[src/rtl/uart_arb_pkg.sv]
// Shared constants, state encoding and index-width helper for the uart_tx arbiter.
package uart_arb_pkg;
  localparam int ARB_NUM_REQ_DEF = 3;
  localparam int ARB_BYTE_W      = 8;

  typedef enum logic {
    ARB_IDLE = 1'b0,
    ARB_XFER = 1'b1
  } arb_state_e;

  function automatic int arb_idx_w(input int n);
    return (n > 1) ? $clog2(n) : 1;
  endfunction
endpackage

[src/rtl/uart_arb_pick.sv]
// Combinational winner search: first set bit of req_i at or after start_i, wrapping.
// Fixed priority is simply start_i = 0.
module uart_arb_pick
  import uart_arb_pkg::*;
#(
  parameter  int NUM_REQ = ARB_NUM_REQ_DEF,
  localparam int IW      = arb_idx_w(NUM_REQ)
) (
  input  logic [NUM_REQ-1:0] req_i,
  input  logic [IW-1:0]      start_i,
  output logic [IW-1:0]      idx_o,
  output logic               found_o
);
  // Scan from farthest to nearest so the nearest hit is the final write.
  always_comb begin
    idx_o   = '0;
    found_o = 1'b0;
    for (int k = NUM_REQ - 1; k >= 0; k--) begin
      if (req_i[(int'(start_i) + k) % NUM_REQ]) begin
        idx_o   = IW'((int'(start_i) + k) % NUM_REQ);
        found_o = 1'b1;
      end
    end
  end
endmodule

[src/rtl/uart_tx_arbiter.sv]
// Grants the shared uart_tx byte port to one requester per framed message.
// Define UART_ARB_ROUND_ROBIN_EN for round-robin; default is fixed priority.
module uart_tx_arbiter
  import uart_arb_pkg::*;
#(
  parameter  int NUM_REQ        = ARB_NUM_REQ_DEF,
  parameter  int TIMEOUT_CYCLES = 27_000_000,
  localparam int IW             = arb_idx_w(NUM_REQ)
) (
  input  logic                           sys_clk,
  input  logic                           sys_rst_n,
  input  logic [NUM_REQ-1:0]             req_valid,
  input  logic [NUM_REQ*ARB_BYTE_W-1:0]  req_data,
  input  logic [NUM_REQ-1:0]             req_last,
  output logic [NUM_REQ-1:0]             req_ready,
  output logic [ARB_BYTE_W-1:0]          tx_data,
  output logic                           tx_data_valid,
  input  logic                           tx_data_ready,
  output logic [IW-1:0]                  grant_id,
  output logic                           busy,
  output logic                           timeout_pulse
);
  localparam int SW = (TIMEOUT_CYCLES > 1) ? $clog2(TIMEOUT_CYCLES + 1) : 1;
  localparam logic [SW-1:0] STALL_MAX = SW'(TIMEOUT_CYCLES);
`ifdef UART_ARB_ROUND_ROBIN_EN
  localparam bit RR_EN = 1'b1;
`else
  localparam bit RR_EN = 1'b0;
`endif

  arb_state_e            state_q, state_d;
  logic [IW-1:0]         grant_q, grant_d, last_grant_q, last_grant_d;
  logic [ARB_BYTE_W-1:0] tx_data_q, tx_data_d;
  logic                  tx_valid_q, tx_valid_d;
  logic                  hold_last_q, hold_last_d;
  logic [SW-1:0]         stall_q, stall_d;
  logic                  tout_q, tout_d;

  logic [IW-1:0] rr_start, start, pick_idx;
  logic          found, gvalid, tx_hs;

  assign rr_start = (last_grant_q == IW'(NUM_REQ - 1)) ? '0 : last_grant_q + 1'b1;
  assign start    = RR_EN ? rr_start : '0;

  uart_arb_pick #(.NUM_REQ(NUM_REQ)) u_pick (
    .req_i   (req_valid),
    .start_i (start),
    .idx_o   (pick_idx),
    .found_o (found)
  );

  assign gvalid = req_valid[grant_q];
  assign tx_hs  = tx_valid_q & tx_data_ready;

  always_ff @(posedge sys_clk or negedge sys_rst_n) begin
    if (!sys_rst_n) begin
      state_q      <= ARB_IDLE;
      grant_q      <= '0;
      last_grant_q <= IW'(NUM_REQ - 1);
      tx_data_q    <= '0;
      tx_valid_q   <= 1'b0;
      hold_last_q  <= 1'b0;
      stall_q      <= '0;
      tout_q       <= 1'b0;
    end else begin
      state_q      <= state_d;
      grant_q      <= grant_d;
      last_grant_q <= last_grant_d;
      tx_data_q    <= tx_data_d;
      tx_valid_q   <= tx_valid_d;
      hold_last_q  <= hold_last_d;
      stall_q      <= stall_d;
      tout_q       <= tout_d;
    end
  end

  always_comb begin
    state_d      = state_q;
    grant_d      = grant_q;
    last_grant_d = last_grant_q;
    tx_data_d    = tx_data_q;
    tx_valid_d   = tx_valid_q;
    hold_last_d  = hold_last_q;
    stall_d      = stall_q;
    tout_d       = 1'b0;
    req_ready    = '0;
    case (state_q)
      ARB_IDLE: begin
        if (found) begin
          state_d      = ARB_XFER;
          grant_d      = pick_idx;
          last_grant_d = pick_idx;
          stall_d      = '0;
        end
      end
      ARB_XFER: begin
        // One-byte holding register: loads and uart_tx handshakes never share a cycle.
        req_ready[grant_q] = ~tx_valid_q;
        if (gvalid && !tx_valid_q) begin
          tx_data_d   = req_data[grant_q*ARB_BYTE_W +: ARB_BYTE_W];
          tx_valid_d  = 1'b1;
          hold_last_d = req_last[grant_q];
          stall_d     = '0;
        end else if (tx_hs) begin
          tx_valid_d = 1'b0;
          if (hold_last_q) state_d = ARB_IDLE;
        end else if (!tx_valid_q) begin
          if ((TIMEOUT_CYCLES != 0) && (stall_q == STALL_MAX)) begin
            state_d = ARB_IDLE;
            tout_d  = 1'b1;
          end else if (stall_q != STALL_MAX) begin
            stall_d = stall_q + 1'b1;
          end
        end
      end
      default: state_d = ARB_IDLE;
    endcase
  end

  assign tx_data       = tx_data_q;
  assign tx_data_valid = tx_valid_q;
  assign grant_id      = grant_q;
  assign busy          = (state_q == ARB_XFER);
  assign timeout_pulse = tout_q;
endmodule

[config.mk]
export PLATFORM = sky130hd
export DESIGN_NAME = uart_tx_arbiter
export DESIGN_NICKNAME = d
export VERILOG_FILES = /design/src/rtl/uart_arb_pkg.sv /design/src/rtl/uart_arb_pick.sv /design/src/rtl/uart_tx_arbiter.sv
export SDC_FILE = /design/constraint.sdc
export NUM_CORES = 1
export LEC_CHECK = 0
export BUFFER_PORTS_ARGS = -buffer_cell sky130_fd_sc_hd__buf_2
export CAP_MARGIN = 10
export CORE_MARGIN = 5
export CORE_UTILIZATION = 50
export DETAILED_ROUTE_END_ITERATION = 10
export PLACE_DENSITY = 0.84
export SLEW_MARGIN = 30
export SYNTH_ARGS = -nofsm -noshare
export SYNTH_HDL_FRONTEND = slang
export SYNTH_HIERARCHICAL = 1
export SYNTH_SLANG_ARGS = --single-unit
[constraint.sdc]
create_clock -name sys_clk -period 2 [get_ports sys_clk]
set_input_delay 0.2 -clock sys_clk [delete_from_list [all_inputs] [get_ports sys_clk]]
set_output_delay 0.2 -clock sys_clk [all_outputs]
set_load 0.02 [all_outputs]
==> flow_summary.ini, run 1 <==
[setup_path]
worstSetupStartpointType = flop
reg2reg_slack_ns = 0.06
reg2reg_depth = 6
path_max_fanout = 4
required_ns = 2.18
critical_path_class = reg2reg
arrival_ns = 2.13
end_kind = flop

[timing]
clock-skew-final_ns = 0.005094
fmax_mhz = 515.0
fin_crit_ns = 1.942
slew_violations = 0
finalCritPeriodShare_pct = 97.09
worst_slack_ns = 0.05821
rsz0062_at_grt = no
finalSetupTns_ns = 0
finalHoldViolCount = 0
finalSetupViolations = 0

[clock_tree]
path_clk_slew_ns = 0.08
clk_path_buf_depth = 2
htreeDepth = 2
insertion_delay_ns = 0.29
clock_sinks = 39
clock-root-buffer = clkbuf_8
cts_tree = built
cts-buffers-inserted = 5

[detailed_routing]
drt-total-wl_um = 5857
vias = 2259
routedWlPerCell_um = 14.22
avgViaCountPerCell = 5.483
drtIter0Drc = 146
drt-pass1-iter-count = 4
ant_nets = 0
drc = 0

[worst_hold_path]
hold_class = in2reg
worstHoldPathCells = 3

[global_route]
overflow = 0
antenna_found_initial = 0
grt_pass1_wl_um = 10070
grt_max_degree = 22
grt_usage_pct = 19.50
grt_pass1_vias = 2182

[placement]
globalplace.congestion = 0.8792
port_buffers = 48
post-place-ws_ns = -0.06149
place_area_um2 = 2909
dp_hpwl_um = 4348

[power]
finalPower_mw = 3.281
power_leakage_nw = 1.373
powerDensity_nw_per_um2 = 1071
max-vdd-ir-drop_mv = 0.6394

[flow_run]
cap_violations = 0

[yosys]
seq_area_frac_synth_pct = 39.45
synth_most_common_cell = dfrtp_1
synth_edf_count = 0
yosysTopAreaCell = dfrtp_1
async_flop_share_pct = 100.0
yosysWarnings = 6
yosys-top-cells-area = dfrtp_1, nand2_1, mux2i_1
mappedNetlistArea_um2 = 2474
yosys-top-cells-count = dfrtp_1, nand2_1, nor2_1
synth_top_flop_cell = dfrtp_1
synth_top_area_share_pct = 39.45
synth_cell_type_count = 58
synthCells = 276
synth_seq_cells = 39
post_synth.cell_area_avg_um2 = 8.962

[final_layout]
area_delta_synth_final_pct = 23.82
final_util_pct = 64.42
final_area_um2 = 3063
drive_gt1_share_pct = 31.01
num_antenna_cells = 0
nets = 382

[floorplanning]
start_util_pct = 52.03
core_area_um2 = 4755
ios = 49
dieArea_um2 = 6454
rows = 25
die_x_um = 80.34
die_y_um = 80.34

[run_status]
status = finished clean
## worst max-delay path: stages, from the launching register on
cell     delay, ns
dfrtp_1       0.43
or4_4         0.57
nor4_4        0.26
buf_4         0.17
nand2_1       0.09
o31ai_2       0.22
o21ai_1       0.09
## stage by stage
stage          hold WS (ns)  cells
2_1_floorplan      -0.09559    280
3_3_place_gp         0.1442    402
3_5_place_dp         0.1508    402
4_1_cts              0.1693    411
5_1_grt              0.1769    412
6_report             0.1701    412
## layout by cell type, fill, tap and decap left out, types with 6 or more instances in the layout
| cell | n |
|---|---|
| mux2i_1 | 12 |
| xor2_1 | 6 |
| xnor2_1 | 7 |
| a21oi_1 | 15 |
| nor2_1 | 25 |
| buf_2 | 48 |
| inv_1 | 8 |
| nor3_1 | 6 |
| buf_4 | 22 |
| nand3_1 | 7 |
| nand2_1 | 34 |
| nand4_1 | 8 |
| clkbuf_8 | 6 |
| o21ai_1 | 16 |
| dfrtp_1 | 39 |
## final timing paths
path,startpoint,end
min,req_data[14],tx_data[6]
max,stall_q[18],busy
min reg2reg,tx_data[6],tx_data[6]
min in group asynchronous,sys_rst_n,stall_q[18]
max in group asynchronous,sys_rst_n,tx_data[3]
max reg2reg,stall_q[18],busy
## routing by layer
| layer | global-route usage, % | part of all wire [%] | vias to the layer above |
|---|---|---|---|
| met3 | 3.924 | 4.5 | 9 |
| met2 | 32.45 | 49 | 57 |
| li1 | - | - | 1116 |
| met5 | 0 | 0 | - |
| met1 | 25.60 | 45 | 1077 |
| met4 | 5.574 | 1.5 | 0 |
## timing repair
action                     CTS  global route
hold endpoints to repair    16             0
hold buffers                 1             0
gates resized for setup      1             4
pin swaps                    0             1
setup endpoints to repair    1             9
buffers inserted             0             1
## registers in the layout (all words and copies together) (netlist names)
register and cells:
busy 1, grant_id 2, hold_last_q 1, stall_q 25, timeout_pulse 1, tx_data 8, tx_data_valid 1
## area by class of cell
class | instances | area (um2)
Clock buffer | 6 | 82.58
Clock inverter | 2 | 35.03
Multi-Input combinational cell | 218 | 1436
Fill cell | 396 | 1692
Tap cell | 67 | 83.83
Timing Repair Buffer | 71 | 415.4
Sequential cell | 39 | 975.9
Inverter | 9 | 33.78
## cells by family (layout without fill, tap and decap cells)
family,Yosys count,after routing,synth area share (%)
simple gates,122,122,27.62
compound gates,60,60,16.08
flops,39,39,39.45
mux,13,13,5.311
other cells,1,5,0.1516
buf+inv,23,88,4.249
xor+xnor,13,13,4.603
fa+ha+maj,5,5,2.529
## power by group
part	internal (mW)	total (mW)	switching, mW
combinational	0.595	1.55	0.956
sequential	0.941	1.05	0.105
clock	0.404	0.685	0.281
total	1.94	3.28	1.34
Power figures use the tool's default switching activity.
==> inputs of run 2 (changes only) <==
Settings changed: GPL_TIMING_DRIVEN from default to 0, MAX_ROUTING_LAYER from default to met4, SLEW_MARGIN 30 to default.
==> flow_summary.ini, run 2 (synthesized netlist as in run 1, its figures left out) <==
[floorplanning]
ios = 49
die_x_um = 80.34
die_y_um = 80.34
core_area_um2 = 4755
dieArea_um2 = 6454
start_util_pct = 52.03
rows = 25

[clock_tree]
clock-root-buffer = clkbuf_8
clock_sinks = 39
insertion_delay_ns = 0.29
path_clk_slew_ns = 0.08
htreeDepth = 2
cts_tree = built
hold_buffers = 0
cts-buffers-inserted = 5
clk_path_buf_depth = 2

[final_layout]
layout_common_cells = buf_2, dfrtp_1, nand2_1, nor2_1, o21ai_1
final_area_um2 = 3050
fin_cells = 410
fill_cells = 403
area_delta_synth_final_pct = 23.32
nets = 380
regMostFlops = stall_q
final_common_cell = buf_2
drive_gt1_share_pct = 32.65
num_antenna_cells = 0
largest_reg_flops = 25

[timing]
slew_violations = 0
relSlewSlack_pct = 39.67
worst_slew_pin_slew_ns = 0.9050
clock-skew-final_ns = 0.01148
fmax_mhz = 506.8
finalSetupTns_ns = 0
finalHoldViolCount = 0
fin_crit_ns = 1.973
finalCritPeriodShare_pct = 98.65
rsz0062_at_grt = yes
finalSetupViolations = 0

[detailed_routing]
ant_nets = 0
drc = 0
avgViaCountPerCell = 5.612
routedWlPerCell_um = 15.04
drtIter0Drc = 257
vias = 2301
drt-pass1-iter-count = 4
drt-total-wl_um = 6165

[global_route]
grt_pass1_vias = 2138
grt_max_degree = 40
antenna_found_initial = 0
grt_pass1_wl_um = 9915
grt_usage_pct = 20.05
overflow = 0

[power]
power_leakage_nw = 1.358
powerDensity_nw_per_um2 = 1121
finalPower_mw = 3.420
max-vdd-ir-drop_mv = 0.6563

[placement]
placed_cells = 395
dp_hpwl_um = 4244
globalplace.congestion = 0.9376
port_buffers = 48
place_area_um2 = 2823

[setup_path]
crit_start = stall_q[9]
reg2reg_depth = 6
path_max_fanout = 4
reg2reg_from = stall_q[9]
end_kind = flop
required_ns = 2.18
worstSetupStartpointType = flop
r2r_end = busy
reg2reg_slack_ns = 0.03
arrival_ns = 2.16
critical_path_class = reg2reg

[flow_run]
cap_violations = 0

[run_status]
status = finished clean

[worst_hold_path]
hold_class = in2async
run 2: cell type report:
cell class / instances / area [um2] / share of cell area [%]
multi-input combinational: 218 / 1445 / 47.37
sequential: 39 / 980.9 / 32.16
timing repair buffer: 55 / 292.8 / 9.598
tap: 67 / 83.83 / 2.748
buffer: 14 / 77.57 / 2.543
clock buffer: 5 / 68.82 / 2.256
clock inverter: 3 / 67.56 / 2.215
inverter: 9 / 33.78 / 1.107
run 2: critical path, cell delays in order, from the launching register on:
cell	delay, ns
dfrtp_1	0.43
or4b_4	0.57
nor4_4	0.31
buf_4	0.17
nand2_1	0.07
o31ai_1	0.23
o21ai_1	0.08
run 2: per-layer routing:
layer / global-route usage, % / vias up / routed length [um]
li1: - / 1111 / -
met1: 25.99 / 1112 / 2719
met2: 32.12 / 70 / 3071
met3: 3.587 / 8 / 270
met4: 6.081 / 0 / 104
met5: - / - / 0
run 2: how the worst max path moves through the flow:
| stage | end | slack [ns] | cells past startpoint |
|---|---|---|---|
| after floorplan | stall_q[9] | 0.06 | 7 |
| final | busy | 0.03 | 6 |
| after detailed placement | stall_q[13] | -0.15 | 8 |
| after global routing | busy | -0.03 | 8 |
| after CTS | stall_q[9] | 0.005 | 5 |
| after global placement | stall_q[13] | -0.11 | 8 |
run 2: power by group:
group / switching, mW / internal (mW)
clock network: 0.288 / 0.498
registers: 0.100 / 0.946
logic: 1.00 / 0.586
run 2: repair_timing:
action	4_1_cts	5_1_grt
endpoints found under the setup margin	8	33
endpoints found under the hold margin	0	0
buffers inserted	1	6
pin swaps	3	4
resized for setup	6	15
run 2: through the flow:
step | hold WS [ns] | setup WS [ns] | utilization, %
2_1_floorplan | -0.09559 | 0.06196 | -
3_3_place_gp | 0.3618 | -0.1062 | 59.37
3_5_place_dp | 0.3684 | -0.1481 | 59.37
4_1_cts | 0.05182 | 0.004878 | 62.61
5_1_grt | 0.1041 | -0.02805 | 64.16
6_report | 0.03652 | 0.02695 | 64.16
